==> src/rtl/uart_pkg.sv <==
// Shared UART definitions.
// Holds the receiver state encoding, the frame geometry (data bits per
// frame, oversampling ratio) and the mid-bit sample positions. The
// transmitter picks up DATA_BITS from here as well.
package uart_pkg;

    typedef enum logic [1:0] {
        IDLE  = 2'd0,
        START = 2'd1,
        DATA  = 2'd2,
        STOP  = 2'd3
    } rx_state_t;

    localparam int OVERSAMPLE = 16;
    localparam int DATA_BITS  = 8;

    // Oversample counts at which the line is sampled; the bit is decided at HI.
    localparam int SAMPLE_LO  = 7;
    localparam int SAMPLE_MID = 8;
    localparam int SAMPLE_HI  = 9;

    // 2-of-3 vote used for every bit decision.
    function automatic logic majority3(input logic [2:0] s);
        return (s[0] & s[1]) | (s[0] & s[2]) | (s[1] & s[2]);
    endfunction

endpackage

==> src/rtl/uart_rx_sync.sv <==
// Two-flop synchronizer for the asynchronous serial input, plus a
// falling-edge detector on the synchronized line.
// Ports:
//   clk, rst  - system clock, asynchronous active-low reset
//   rxd       - raw serial line (idle high)
//   rxs       - synchronized line
//   fall      - high for one cycle when rxs goes 1 -> 0
// All flops reset to 1 so that a reset never looks like a start edge.
module uart_rx_sync (
    input  logic clk,
    input  logic rst,
    input  logic rxd,
    output logic rxs,
    output logic fall
);

    logic meta;
    logic prev;

    always_ff @(posedge clk or negedge rst) begin
        if (!rst) begin
            meta <= 1'b1;
            rxs  <= 1'b1;
            prev <= 1'b1;
        end else begin
            meta <= rxd;
            rxs  <= meta;
            prev <= rxs;
        end
    end

    // A line held low (break) keeps prev low, so a new edge needs rxs high first.
    assign fall = prev & ~rxs;

endmodule

==> src/rtl/uart_receiver.sv <==
// 8N1 UART receiver, LSB first, 16x oversampling with 2-of-3 majority
// bit decisions, false-start rejection, framing/overrun flags and a
// one-entry holding register with a valid/ack handshake.
// Ports:
//   clk, rst     - system clock, asynchronous active-low reset
//   rxd          - serial input, idle high, asynchronous to clk
//   rx_ack       - consumer took rx_data; clears rx_valid
//   rx_data      - last good byte received
//   rx_valid     - level, rx_data holds an unread byte
//   rx_busy      - a frame is in progress (state != IDLE)
//   frame_err    - one-cycle pulse, stop bit sampled low
//   overrun_err  - one-cycle pulse, good byte dropped because rx_valid was high
// Handshake: rx_valid rises on the clock after a good stop decision and
// stays high until a cycle with rx_ack high; rx_ack while rx_valid is low
// does nothing. An ack in the same cycle as a new good byte retires the
// old byte and accepts the new one.
// Only OVERSAMPLE = 16 is supported.
module uart_receiver #(
    parameter int CLKS_PER_SAMPLE = 2,
    parameter int OVERSAMPLE      = 16
) (
    input  logic                           clk,
    input  logic                           rst,
    input  logic                           rxd,
    input  logic                           rx_ack,
    output logic [uart_pkg::DATA_BITS-1:0] rx_data,
    output logic                           rx_valid,
    output logic                           rx_busy,
    output logic                           frame_err,
    output logic                           overrun_err
);

    import uart_pkg::*;

    localparam int TICK_W = (CLKS_PER_SAMPLE > 1) ? $clog2(CLKS_PER_SAMPLE) : 1;
    localparam int SAMP_W = $clog2(OVERSAMPLE);
    localparam int IDX_W  = $clog2(DATA_BITS);

    rx_state_t             state;
    rx_state_t             next_state;
    logic                  rxs;
    logic                  start_edge;
    logic [TICK_W-1:0]     tick_cnt;
    logic                  tick;
    logic [SAMP_W-1:0]     samp_cnt;
    logic [SAMP_W-1:0]     samp_next;
    logic [IDX_W-1:0]      bit_idx;
    logic [DATA_BITS-1:0]  shift_reg;
    logic                  sample_lo;
    logic                  sample_mid;
    logic                  decide;
    logic                  bit_val;
    logic                  last_bit;
    logic                  load_byte;
    logic                  raise_overrun;
    logic                  raise_frame;

    uart_rx_sync u_sync (
        .clk  (clk),
        .rst  (rst),
        .rxd  (rxd),
        .rxs  (rxs),
        .fall (start_edge)
    );

    // "Count n" is the value the sample counter takes on the n-th tick of a
    // bit, so the stop decision lands (9*16+9)*CLKS_PER_SAMPLE clk after the
    // detected start edge.
    assign tick      = (tick_cnt == TICK_W'(CLKS_PER_SAMPLE - 1));
    assign samp_next = (samp_cnt == SAMP_W'(OVERSAMPLE - 1)) ? '0 : samp_cnt + 1'b1;
    assign decide    = tick && (samp_next == SAMP_W'(SAMPLE_HI));
    // Third sample is taken live at the decision tick.
    assign bit_val   = majority3({rxs, sample_mid, sample_lo});
    assign last_bit  = (bit_idx == IDX_W'(DATA_BITS - 1));

    // State register
    always_ff @(posedge clk or negedge rst) begin
        if (!rst) begin
            state <= IDLE;
        end else begin
            state <= next_state;
        end
    end

    // Next-state logic. STOP leaves at mid-stop-bit so a back-to-back
    // start edge is seen.
    always_comb begin
        next_state = state;
        unique case (state)
            IDLE:    if (start_edge) next_state = START;
            START:   if (decide) next_state = bit_val ? IDLE : DATA;
            DATA:    if (decide && last_bit) next_state = STOP;
            STOP:    if (decide) next_state = IDLE;
            default: next_state = IDLE;
        endcase
    end

    // Output / event decode
    always_comb begin
        rx_busy       = (state != IDLE);
        load_byte     = 1'b0;
        raise_overrun = 1'b0;
        raise_frame   = 1'b0;
        if (state == STOP && decide) begin
            if (!bit_val) begin
                raise_frame = 1'b1;
            end else if (rx_valid && !rx_ack) begin
                raise_overrun = 1'b1;
            end else begin
                load_byte = 1'b1;
            end
        end
    end

    // Bit timing and shift register. Counters are held at zero in IDLE,
    // which also clears them on entry to START.
    always_ff @(posedge clk or negedge rst) begin
        if (!rst) begin
            tick_cnt   <= '0;
            samp_cnt   <= '0;
            bit_idx    <= '0;
            shift_reg  <= '0;
            sample_lo  <= 1'b0;
            sample_mid <= 1'b0;
        end else if (state == IDLE) begin
            tick_cnt <= '0;
            samp_cnt <= '0;
            bit_idx  <= '0;
        end else begin
            tick_cnt <= tick ? '0 : tick_cnt + 1'b1;
            if (tick) begin
                samp_cnt <= samp_next;
                if (samp_next == SAMP_W'(SAMPLE_LO))  sample_lo  <= rxs;
                if (samp_next == SAMP_W'(SAMPLE_MID)) sample_mid <= rxs;
            end
            if (state == DATA && decide) begin
                shift_reg <= {bit_val, shift_reg[DATA_BITS-1:1]};
                bit_idx   <= bit_idx + 1'b1;
            end
        end
    end

    // Holding register and error pulses
    always_ff @(posedge clk or negedge rst) begin
        if (!rst) begin
            rx_data     <= '0;
            rx_valid    <= 1'b0;
            frame_err   <= 1'b0;
            overrun_err <= 1'b0;
        end else begin
            frame_err   <= raise_frame;
            overrun_err <= raise_overrun;
            if (load_byte) begin
                rx_data  <= shift_reg;
                rx_valid <= 1'b1;
            end else if (rx_ack) begin
                rx_valid <= 1'b0;
            end
        end
    end

endmodule

==> config.mk <==
export PLATFORM = sky130hd
export DESIGN_NAME = uart_receiver
export DESIGN_NICKNAME = d
export VERILOG_FILES = /design/src/rtl/uart_pkg.sv /design/src/rtl/uart_rx_sync.sv /design/src/rtl/uart_receiver.sv
export SDC_FILE = /design/constraint.sdc
export NUM_CORES = 1
export LEC_CHECK = 0
export BUFFER_PORTS_ARGS = -buffer_cell sky130_fd_sc_hd__clkbuf_2
export CORE_MARGIN = 2
export CORE_UTILIZATION = 56
export CTS_CLUSTER_SIZE = 12
export DETAILED_ROUTE_END_ITERATION = 8
export HOLD_SLACK_MARGIN = 0.05
export PLACE_DENSITY = 0.82
export SLEW_MARGIN = 10
export SYNTH_ARGS = -nofsm -noshare
export SYNTH_HDL_FRONTEND = slang
export SYNTH_SLANG_ARGS = --single-unit
==> constraint.sdc <==
create_clock -name clk -period 2.2 [get_ports clk]
set_input_delay 0.44 -clock clk [delete_from_list [all_inputs] [get_ports clk]]
set_output_delay 0.44 -clock clk [all_outputs]
set_load 0.02 [all_outputs]
==> results.txt <==
Outcome: finished clean
First-pass GRT wire length: 4.264 mm
Dpl hpwl: 1.746 mm
Area Overhead vs Synth: 12.49%
Top cell type by total area after synthesis: dfrtp_1
Max-slew headroom: 0.4567
RSZ-0062 raised after global routing: no
Reg-to-Reg Start: samp_cnt[1]
GP Congestion: 0.8207
# Max-Cap Violations: 0
Initial Util: 0.6011
Yosys Warn Count: 0
Worst setup EP type: register
Max VDD drop: 0.7385 mV
Die Y: 55.80 um
#FFs+latches synth: 34
Final core utilization: 0.6762
Area contributors post-synth: dfrtp_1, mux2_2, dfstp_2
Clk sinks: 34
H-tree levels: 2
Synthesized area per cell: 13.18 sq um
Critical Path Source Type: register
Initial DRC Count: 13
Critical path peak fanout: 11
Largest net degree at the start of global routing: 35
Leading cell type in the layout, fill and taps excluded: dfrtp_1
Initial antenna violation count: 0
GR Overflow Total: 0
CP Launch Point: samp_cnt[1]
Syn Inst Count: 114
Post-synth ARST share: 1.000
Die footprint: 3114 sq um
Bufs on Longest Clock Path: 2
Via/cell ratio: 5.473
Most frequent cells in the layout: dfrtp_1, mux2_2, clkbuf_2
Clk Latency, worst-skew pair: 0.34 ns
Post-CTS Resized: 0
Post-Route WL: 2.411 mm
CTS tree: built
Final nets: 146
Die extent in x: 55.80 um
Slew Limit Fails: 0
Final antenna-violating net count: 0
Clock-pin slew on the worst setup and hold paths: 0.10 ns
Hold_buf cts: 0
Hold Fails Final Rpt: 0
Setup bufs post-CTS: 0
Fmax: 490.0 MHz
Pwr dens: 1018 nW/um^2
Setup Crit Path Kind: register to register
Port buffer count: 15
Required @ worst endpoint: 2.43 ns
Wire per inst: 14.44 um
Final min period: 2.041 ns
Setup TNS: 0 ns
Post-synthesis sequential area ratio: 0.5687
Cell row count: 18
Total CTS buffers: 5
Root Buffer: clkbuf_4
Vias in the first global route: 982
Core area: 2500 sq um
Layout cells sized above 1: 0.3869
EDFF count, synth: 0
Total GRT Usage: 0.1823
Area share of the largest cell type after synthesis: 0.5162
Via count: 914
Hold Crit Class: input port to asynchronous set/reset pin
Syn Nets: 124
Final Skew: 0.004879 ns
Ant diodes: 0
DR pass1 iterations: 4
Top_reg_cell synth: dfrtp_1
Setup Viol. Count Final: 0
Pleak: 0.8559 nW
Netlist cell types: 33
# IOs: 16
Final period util: 0.9276
Critical path arrival: 2.27 ns
Worst slew pin tran: 0.8149 ns
# DRC: 0
Syn Std Cell Area: 1503 sq um
==> cells in the mapped netlist, types with 2 or more instances <==
cell type and instances:
ha_1 6, nor2_1 7, nand3_1 4, nand2_1 6
dfrtp_1 31, mux2i_1 2, nand4_1 2, nand2b_1 3
xor2_1 2, a21oi_1 2, inv_1 4, dfstp_2 3
mux2_2 20, nor2b_1 3
==> final timing paths <==
check	end	slack (ns)	cells after the start
max	shift_reg[3]	0.16	6
min	sample_lo	0.17	1
max reg2reg	shift_reg[3]	0.16	6
min reg2reg	u_sync.rxs	0.37	0
max in group asynchronous	tick	1.52	1
min in group clk	u_sync.meta	0.17	1
==> worst max-delay path, stage by stage, from the launching register on <==
cell and delay [ns]:
dfrtp_1 0.46, ha_2 0.25, nand2b_1 0.16, o22a_1 0.25, nor3b_2 0.20, buf_4 0.24, mux2_2 0.36
==> metrics by stage <==
| step | power, W | instances | setup WS, ns | hold slack (ns) | cell area, sq um |
|---|---|---|---|---|---|
| 4_1_cts | 0.001728 | 167 | 0.09715 | 0.1844 | 1688 |
| 5_1_grt | 0.001836 | 167 | 0.03637 | 0.1716 | 1690 |
| 3_3_place_gp | 0.001277 | 159 | 0.1843 | 0.3506 | 1609 |
| 6_report | 0.001721 | 167 | 0.1592 | 0.1690 | 1690 |
| 2_1_floorplan | 0.001201 | 114 | 0.2701 | 0.1444 | 1503 |
| 3_5_place_dp | 0.001315 | 159 | 0.1108 | 0.3535 | 1609 |
==> per-layer routing <==
layer,part of all wire,track usage,vias to the layer above
li1,-,-,441
met4,0.032,0.1185,0
met1,0.45,0.2122,442
met5,0,0,-
met3,0.047,0.07209,11
met2,0.47,0.2789,20
==> power by group <==
part           leakage [nW]  switching (W)  internal, W
clock                0.0446       0.000204     0.000218
sequential            0.449       0.000119     0.000726
combinational         0.362       0.000248     0.000206
total                 0.856       0.000572      0.00115
==> cell families (layout without fill, tap and decap cells) <==
group           after synthesis  after routing  synth area share
compound gates                7              7           0.03331
xor+xnor                      2              2           0.01166
fa+ha+maj                     7              7           0.05662
buf+inv                       7             30           0.02664
flops                        34             34            0.5687
mux                          23             23            0.1707
simple gates                 34             34            0.1324
==> layout make-up <==
type / instances / area [sq um]
Fill cell: 189 / 809.5
Inverter: 5 / 18.77
Timing Repair Buffer: 17 / 90.09
Clock buffer: 8 / 78.83
Tap cell: 30 / 37.54
Sequential cell: 34 / 854.6
Multi-Input combinational cell: 73 / 610.6
Note: power is estimated with default switching activity, not from simulation.
